<file path="src/rtl/synth_pkg.sv">
// Shared types for the synth voice path: note codes, voice ownership and
// the arbiter FSM state encoding.
package synth_pkg;

   typedef logic [3:0] note_t;
   localparam note_t NOTE_NONE = 4'd0;

   typedef enum logic [1:0] {
      SRC_NONE = 2'd0,
      SRC_LIVE = 2'd1,
      SRC_SEQ  = 2'd2
   } voice_src_t;

   typedef enum logic [1:0] {
      ST_IDLE      = 2'd0,
      ST_LIVE      = 2'd1,
      ST_LIVE_HOLD = 2'd2,
      ST_SEQ       = 2'd3
   } arb_state_t;

endpackage

</file>
<file path="src/rtl/sat_counter.sv">
// Up-counter that stops at MAX and flags it; clear has priority over enable.
module sat_counter #(
   parameter int WIDTH = 12,
   parameter int MAX   = 1
) (
   input  logic             clk,
   input  logic             rst,
   input  logic             clear,
   input  logic             en,
   output logic [WIDTH-1:0] count,
   output logic             at_limit
);

   localparam logic [WIDTH-1:0] MAX_V = WIDTH'(MAX);

   assign at_limit = (count == MAX_V);

   always_ff @(posedge clk) begin
      if (rst || clear) begin
         count <= '0;
      end else if (en && !at_limit) begin
         count <= count + 1'b1;
      end
   end

endmodule

</file>
<file path="src/rtl/voice_arbiter.sv">
// Arbitrates the single tone voice between live keypad notes and the step
// sequencer: live pre-empts, live notes get a minimum gate, and the sequencer
// stays muted for a hold-off after a live release.
module voice_arbiter
   import synth_pkg::*;
#(
   parameter int MIN_GATE     = 200,
   parameter int RELEASE_HOLD = 500,
   parameter int CNT_W        = 12
) (
   input  logic       clk,
   input  logic       rst,
   input  logic [3:0] live_note,
   input  logic [3:0] seq_note,
   input  logic       sequencer_on,
   output logic [3:0] voice_note,
   output logic       gate,
   output logic       retrig,
   output logic [1:0] src
);

   arb_state_t state_q, state_d;
   note_t      voice_q, voice_d;
   voice_src_t src_q, src_d;
   logic       gate_q, retrig_q, retrig_d;

   logic live_req, seq_req;
   logic gate_clr, gate_en, gate_max;
   logic hold_clr, hold_en, hold_max;
   logic [CNT_W-1:0] gate_cnt, hold_cnt;

   assign live_req = (live_note != NOTE_NONE);
   assign seq_req  = sequencer_on && (seq_note != NOTE_NONE);

   // gate_cnt restarts whenever a live note begins or changes; it only runs in LIVE.
   assign gate_clr = (state_d == ST_LIVE) && live_req &&
                     ((state_q != ST_LIVE) || (live_note != voice_q));
   assign gate_en  = (state_q == ST_LIVE);
   // hold_cnt sits at zero outside LIVE_HOLD so it starts from 0 on entry.
   assign hold_clr = (state_q != ST_LIVE_HOLD);
   assign hold_en  = (state_q == ST_LIVE_HOLD);

   sat_counter #(.WIDTH(CNT_W), .MAX(MIN_GATE - 1)) u_gate_cnt (
      .clk      (clk),
      .rst      (rst),
      .clear    (gate_clr),
      .en       (gate_en),
      .count    (gate_cnt),
      .at_limit (gate_max)
   );

   sat_counter #(.WIDTH(CNT_W), .MAX(RELEASE_HOLD - 1)) u_hold_cnt (
      .clk      (clk),
      .rst      (rst),
      .clear    (hold_clr),
      .en       (hold_en),
      .count    (hold_cnt),
      .at_limit (hold_max)
   );

   always_ff @(posedge clk) begin
      if (rst) begin
         state_q  <= ST_IDLE;
         voice_q  <= NOTE_NONE;
         src_q    <= SRC_NONE;
         gate_q   <= 1'b0;
         retrig_q <= 1'b0;
      end else begin
         state_q  <= state_d;
         voice_q  <= voice_d;
         src_q    <= src_d;
         gate_q   <= (voice_d != NOTE_NONE);
         retrig_q <= retrig_d;
      end
   end

   always_comb begin
      state_d = state_q;
      case (state_q)
         ST_IDLE: begin
            if (live_req)     state_d = ST_LIVE;
            else if (seq_req) state_d = ST_SEQ;
         end
         ST_LIVE: begin
            if (!live_req && gate_max) state_d = ST_LIVE_HOLD;
         end
         ST_LIVE_HOLD: begin
            if (live_req)      state_d = ST_LIVE;
            else if (hold_max) state_d = ST_IDLE;
         end
         ST_SEQ: begin
            if (live_req)      state_d = ST_LIVE;
            else if (!seq_req) state_d = ST_IDLE;
         end
         default: state_d = ST_IDLE;
      endcase
   end

   // Next output values follow from the state being entered.
   always_comb begin
      voice_d = NOTE_NONE;
      src_d   = SRC_NONE;
      case (state_d)
         ST_LIVE: begin
            voice_d = live_req ? live_note : voice_q;
            src_d   = SRC_LIVE;
         end
         ST_LIVE_HOLD: begin
            src_d = SRC_LIVE;
         end
         ST_SEQ: begin
            voice_d = seq_note;
            src_d   = SRC_SEQ;
         end
         default: begin
            voice_d = NOTE_NONE;
            src_d   = SRC_NONE;
         end
      endcase
      retrig_d = (voice_d != NOTE_NONE) && (voice_d != voice_q);
   end

   assign voice_note = voice_q;
   assign gate       = gate_q;
   assign retrig     = retrig_q;
   assign src        = src_q;

   a_counters_bounded : assert property (@(posedge clk)
      (gate_cnt <= CNT_W'(MIN_GATE - 1)) && (hold_cnt <= CNT_W'(RELEASE_HOLD - 1)));
   a_gate_matches_note : assert property (@(posedge clk)
      gate_q == (voice_q != NOTE_NONE));

endmodule

</file>
<file path="config.mk">
export PLATFORM = sky130hd
export DESIGN_NAME = voice_arbiter
export DESIGN_NICKNAME = d
export VERILOG_FILES = /design/src/rtl/synth_pkg.sv /design/src/rtl/sat_counter.sv /design/src/rtl/voice_arbiter.sv
export SDC_FILE = /design/constraint.sdc
export NUM_CORES = 1
export LEC_CHECK = 0
export CORE_MARGIN = 3
export CORE_UTILIZATION = 55
export CTS_CLUSTER_SIZE = 14
export DETAILED_ROUTE_END_ITERATION = 7
export PLACE_DENSITY_LB_ADDON = 0.15
export SYNTH_ARGS = -nofsm -noshare
export SYNTH_HDL_FRONTEND = slang
export SYNTH_SLANG_ARGS = --single-unit
export TNS_END_PERCENT = 50
</file>
<file path="constraint.sdc">
create_clock -name clk -period 3.3 [get_ports clk]
set_input_delay 0.33 -clock clk [delete_from_list [all_inputs] [get_ports clk]]
set_output_delay 0.33 -clock clk [all_outputs]
set_load 0.1 [all_outputs]
</file>
# [Yosys cells after proc, flatten, opt, wreduce, memory -nomap -nowiden]
# Index checks and enable logic that the tools add are counted.
[classes] addsub=2 n_eq_ne=12 muxes=11 reduce_logical=18
[op_table] cell="adder 12 x 1 -> 12 bit, second input constant" count=2
[op_table] cell="two-way mux 2 bit" count=7
[op_table] cell="== test 12 x 8 -> 1 bit, second input constant" count=1
[op_table] cell="== test 12 x 9 -> 1 bit, second input constant" count=1
[op_table] cell="nonzero test 4 bit" count=3
[op_table] cell="== test 2 bit, second input constant" count=4
[op_table] cell="!= test 4 bit" count=2
[op_table] cell="one-hot mux 2 bit (4 select lines)" count=1
[op_table] cell="one-hot mux 4 bit (2 select lines)" count=1
[op_table] cell="logical AND 1 bit" count=7
[op_table] cell="== test 2 x 1 -> 1 bit, second input constant" count=2
[op_table] cell="two-way mux 4 bit" count=1
[op_table] cell="one-hot mux 2 bit (2 select lines)" count=1
[op_table] cell="zero test 1 bit" count=3
[op_table] cell="logical OR 1 bit" count=3
[op_table] cell="zero test 2 bit" count=1
[op_table] cell="!= test 2 x 1 -> 1 bit, second input constant" count=1
[op_table] cell="!= test 2 bit, second input constant" count=1
[op_table] cell="OR reduction 2 bit" count=1
[word_totals] ff_bits=34 inputBits=11 output_inout_bits=8 elab_cells=50

# [Logic depth before layout (Yosys ltp)]
[depth] word_depth=9 ltp_mapped=13 mapped_depth_nobuf=12

# [Cells and area by module]
# A second synthesis with hierarchy kept.
[hier_totals] cells_unflattened=246 area_unflattened_um2=2034.5
[modules_own_cells] mod="voice_arbiter" instances=1 cells_each=96 area_each_um2=749.5 seq_area_each_um2=200.2
[modules_own_cells] mod="sat_counter (u_gate_cnt)" instances=1 cells_each=76 area_each_um2=643.1 seq_area_each_um2=240.2
[modules_own_cells] mod="sat_counter (u_hold_cnt)" instances=1 cells_each=74 area_each_um2=641.9 seq_area_each_um2=240.2

# [Worst setup path after synthesis]
# No wires, ideal clock.
[synth_timing] path_kind="flip-flop to flip-flop" from="register u_gate_cnt.count[3]" to="register retrig_q (netlist: retrig)" setup_ps=120 t_arrival_ps=2358 required_ps=3180 slack_ps=822 path_stages_with_launch=12 path_buffers=2 synth_period_minus_slack_ps=2478 path_cell_list="dfxtp_1 clkbuf_1 nor4_1 and3_1 nor2_1 a31oi_1 nand2_1 ha_1 clkbuf_1 nor4_1 a21oi_1 o31a_1"
[synth_via] elab_chain_len=8 word_cells_on_any_way=10 cone_classes="eq/ne (4); mux (3); reduce/logical (3)"
[synth_lines] item="start: declaration" line_no="sat_counter.sv:10" rtl="output logic [WIDTH-1:0] count,"
[synth_lines] item="start signal: assignment" line_no="sat_counter.sv:22" rtl="count <= count + 1'b1;"
[synth_lines] item="== test 12 x 8 -> 1 bit (*)" line_no="sat_counter.sv:16" rtl="assign at_limit = (count == MAX_V);"
[synth_lines] item="logical AND 1 bit (*)" line_no="voice_arbiter.sv:85" rtl="if (!live_req && gate_max) state_d = ST_LIVE_HOLD;"
[synth_lines] item="two-way mux 2 bit (*)" line_no="voice_arbiter.sv:85"
[synth_lines] item="one-hot mux 2 bit (4 select lines) (*)" line_no="voice_arbiter.sv:79" rtl="case (state_q)"
[synth_lines] item="named net state_d[0]" line_no="voice_arbiter.sv:22" rtl="arb_state_t state_q, state_d;"
[synth_lines] item="== test 2 bit / == test 2 x 1 -> 1 bit (equally long branches)" line_no="voice_arbiter.sv:103" rtl="case (state_d)"
[synth_lines] item="one-hot mux 4 bit (2 select lines) (*)" line_no="voice_arbiter.sv:103"
[synth_lines] item="!= test 4 bit / nonzero test 4 bit (equally long branches)" line_no="voice_arbiter.sv:120" rtl="retrig_d = (voice_d != NOTE_NONE) && (voice_d != voice_q);"
[synth_lines] item="logical AND 1 bit (*)" line_no="voice_arbiter.sv:120"
[synth_lines] item="end signal: assignment" line_no="voice_arbiter.sv:73" rtl="retrig_q <= retrig_d;"
[synth_lines] item="end: declaration" line_no="voice_arbiter.sv:25" rtl="logic gate_q, retrig_q, retrig_d;"
# Mark *: on every way through the listed nets, which the timed path passes. The rest lies on a longest branch.
# A chain may end at the register's enable or synchronous reset.

# [Worst setup path after layout]
[layout_timing] from="register u_gate_cnt.count[0]" to="register retrig_q (netlist: retrig)"
# Same word-level chain as after synthesis.

==> impl_metrics.ini <==
[sta]
finalHoldViolCount = 0
worst_slack_ps = 611
rsz0062_at_grt = no
tightestPinTransition_ps = 972
fin_crit_ps = 2690
slew_headroom_pct = 35.0
drv_slew = 0
finClkSkew_ps = 6.57
period_share_pct = 81.5
setup_viol = 0
fmax_mhz = 372
tns_ps = 0

[route]
viasPerCell = 5.53
ant_nets = 0
drt_iter0_markers = 110
wirelength_mm = 3.65
drc = 0
dr.pass1.iters = 5
wl_per_cell_um = 12.6
vias = 1599

[power]
finalPower_w = 0.000789
cellLeakagePower_nw = 0.721
power_density_nw_per_um2 = 375
ir_worst_vdd_v = 0.000210

[clocking]
max-clock-path-buffers = 2
cts-root-buf = clkbuf_4
post-cts-setup-buffers = 0
hold_buffers = 0
htree_num_levels = 2
cts.sinks = 34
worstSkewPairLatency_ps = 330
cts_resized = 0
cts_buffers = 5
cts_tree = built
cts.clk_slew.worst_paths_ps = 90

[hold_path]
hold_depth = 2
hp-class = register to register
min_to = u_hold_cnt.count[11]
worstHoldStart = u_hold_cnt.count[11]

[layout]
antenna_cells = 0
final_cells = 289
multi_input_area_um2 = 1070
fillers = 270
drive_above_1_share_pct = 6.94
final_util_pct = 67.8
nets = 260
area_growth_pct = 15.1
regArea_um2 = 681

[logic_synthesis]
syn_inst = 224
synth_area_um2 = 1830
ys_seq_area_share_pct = 37.2
syn_area_per_cell_um2 = 8.16
ys.flop_type = dfxtp_1
synth_cell_types = 41
synth-seq-cells = 34
yosysWarningCount = 0
synth_nets = 240
synth-edff-count = 0
async_reset_ff_share_pct = 0

[setup_path]
worstRegToRegCells = 12
crit_required_ps = 3530
cp.arrival_ps = 2920
rrSetupSlack_ps = 610
worst_setup_path_start_kind = register
crit_chain = ha_1, and4_1, and3_1, nor2_1, a31oi_1, nand2_1, ha_1, nand2_1, nand3b_1, o22a_1, o211ai_1, o31a_1
rr_startpoint = u_gate_cnt.count[0]
worst_setup_path_end_kind = register
critical_path_class = register to register
cpPeakStageDelay_ps = 340
cp_max_fo = 7
r2r-end = retrig
startpoint = u_gate_cnt.count[0]
slowest_stage = dfxtp_1

[placed_design]
gp_congestion = 0.868
dpl.cell_count = 281
place_ws_ps = 324
portBuffers = 18
dp_hpwl_mm = 2.75

[status]
outcome = finished clean

[floorplanning]
die_w_um = 63.7
row_count = 20
io-pin-count = 19
die_h_um = 63.7
core_um2 = 3100
start_util_pct = 58.9
dieArea_um2 = 4050

[global_routing]
grt_util_all_layers_pct = 19.8
gr-total-overflow = 0
grt_pass1_vias = 1408
grt_pass1_wl_mm = 6.39
antenna_found_initial = 0
grt_max_degree = 13

[run]
max-cap-violations = 0
[state kept, by name, indices dropped and copies added, names as in the netlist]
signal            flops
voice_note            4
src                   2
gate                  1
retrig                1
u_gate_cnt.count     12
u_hold_cnt.count     12
state_q               2
[area by class of cell]
type	count	area share (%)
clock inverter	1	0.238
sequential	34	32.3
clock buffer	7	2.62
tap	44	2.62
multi-input combinational	173	50.8
timing repair buffer	22	9.99
inverter	8	1.43
[worst max-delay path by stage]
stage | to | slack (ps) | cells past startpoint
4_1_cts | retrig | 600 | 12
3_5_place_dp | retrig | 320 | 12
5_1_grt | retrig | 260 | 11
6_report | retrig | 610 | 12
3_3_place_gp | retrig | 250 | 12
2_1_floorplan | retrig | 820 | 11
[layer usage]
layer	global-route usage, %	wire [um]	share of wire [%]	up-vias
li1	-	-	-	825
met1	26.7	1760	48	714
met5	0	0	0	-
met2	30.5	1600	44	53
met4	7.28	57	1.6	0
met3	4.99	229	6.3	7
[synthesized netlist by cell type (all sizes together), types with 2 or more instances]
library cell  number  share of area, %
mux2i              2               1.1
o21ai              4               1.1
nand4              6               2.1
and3               5               1.7
nand2b             4               1.4
clkbuf             7               1.4
ha                 5               3.4
nand2             25               5.1
nand3              7               1.9
buf                2               1.2
dfxtp             34                37
nor2b              9               3.1
nor2              34               7.4
a22oi              2              0.82
xnor2             11               5.3
a31oi              5               1.7
xor2               8               3.8
nor3              11               3.0
inv                8               1.6
o22ai              2              0.68
a21oi              8               2.2
o211ai             3               1.2
nor4               6               2.9
[where the power goes]
| part | total [W] | internal (W) | switching (W) |
|---|---|---|---|
| clock network | 0.000233 | 0.000103 | 0.000130 |
| registers | 0.000424 | 0.000417 | 0.00000645 |
| logic | 0.000132 | 0.0000456 | 0.0000864 |
[cells by family (layout without fill, tap and decap cells)]
kind of cell               count (synthesis)  in the layout  synth area share, %
AOI/OAI and AO/OA                         33             33                 13.1
muxes                                      2              2                 1.10
adders and majority gates                  5              5                 3.42
buffers and inverters                     17             38                 4.31
DFF                                       34             34                 37.2
xor gates and xnor gates                  19             19                 9.10
and+or+nand+nor                          114            114                 31.7
[cells in the final DEF, fill, tap and decap left out, types with 2 or more instances in the layout]
cell type,n
a21oi_1,8
mux2i_1,2
o22ai_1,2
nor2_1,31
o211ai_1,3
dfxtp_1,34
inv_1,8
nand3_1,7
nor2_2,3
a31oi_1,5
clkdlybuf4s50_1,18
nand2_1,25
and3_1,5
xor2_1,8
nor2b_1,9
a22oi_1,2
nor4_1,5
nor3_1,11
o21ai_0,4
nand2b_1,4
ha_1,5
xnor2_1,11
nand4_1,6
clkbuf_4,5
buf_4,4
[stage by stage]
step / hold slack [ps] / instance area, um2
2_1_floorplan: 480 / 1830
3_3_place_gp: 498 / 2040
3_5_place_dp: 500 / 2040
4_1_cts: 527 / 2100
5_1_grt: 570 / 2100
6_report: 523 / 2100
[worst max-delay path: cells and delay by family, from the launching register on]
kind | cells | cell delay, ps
compound gates | 4 | 640
fa+ha+maj | 2 | 530
flops | 1 | 340
simple gates | 6 | 1080
Power figures use the tool's default switching activity.
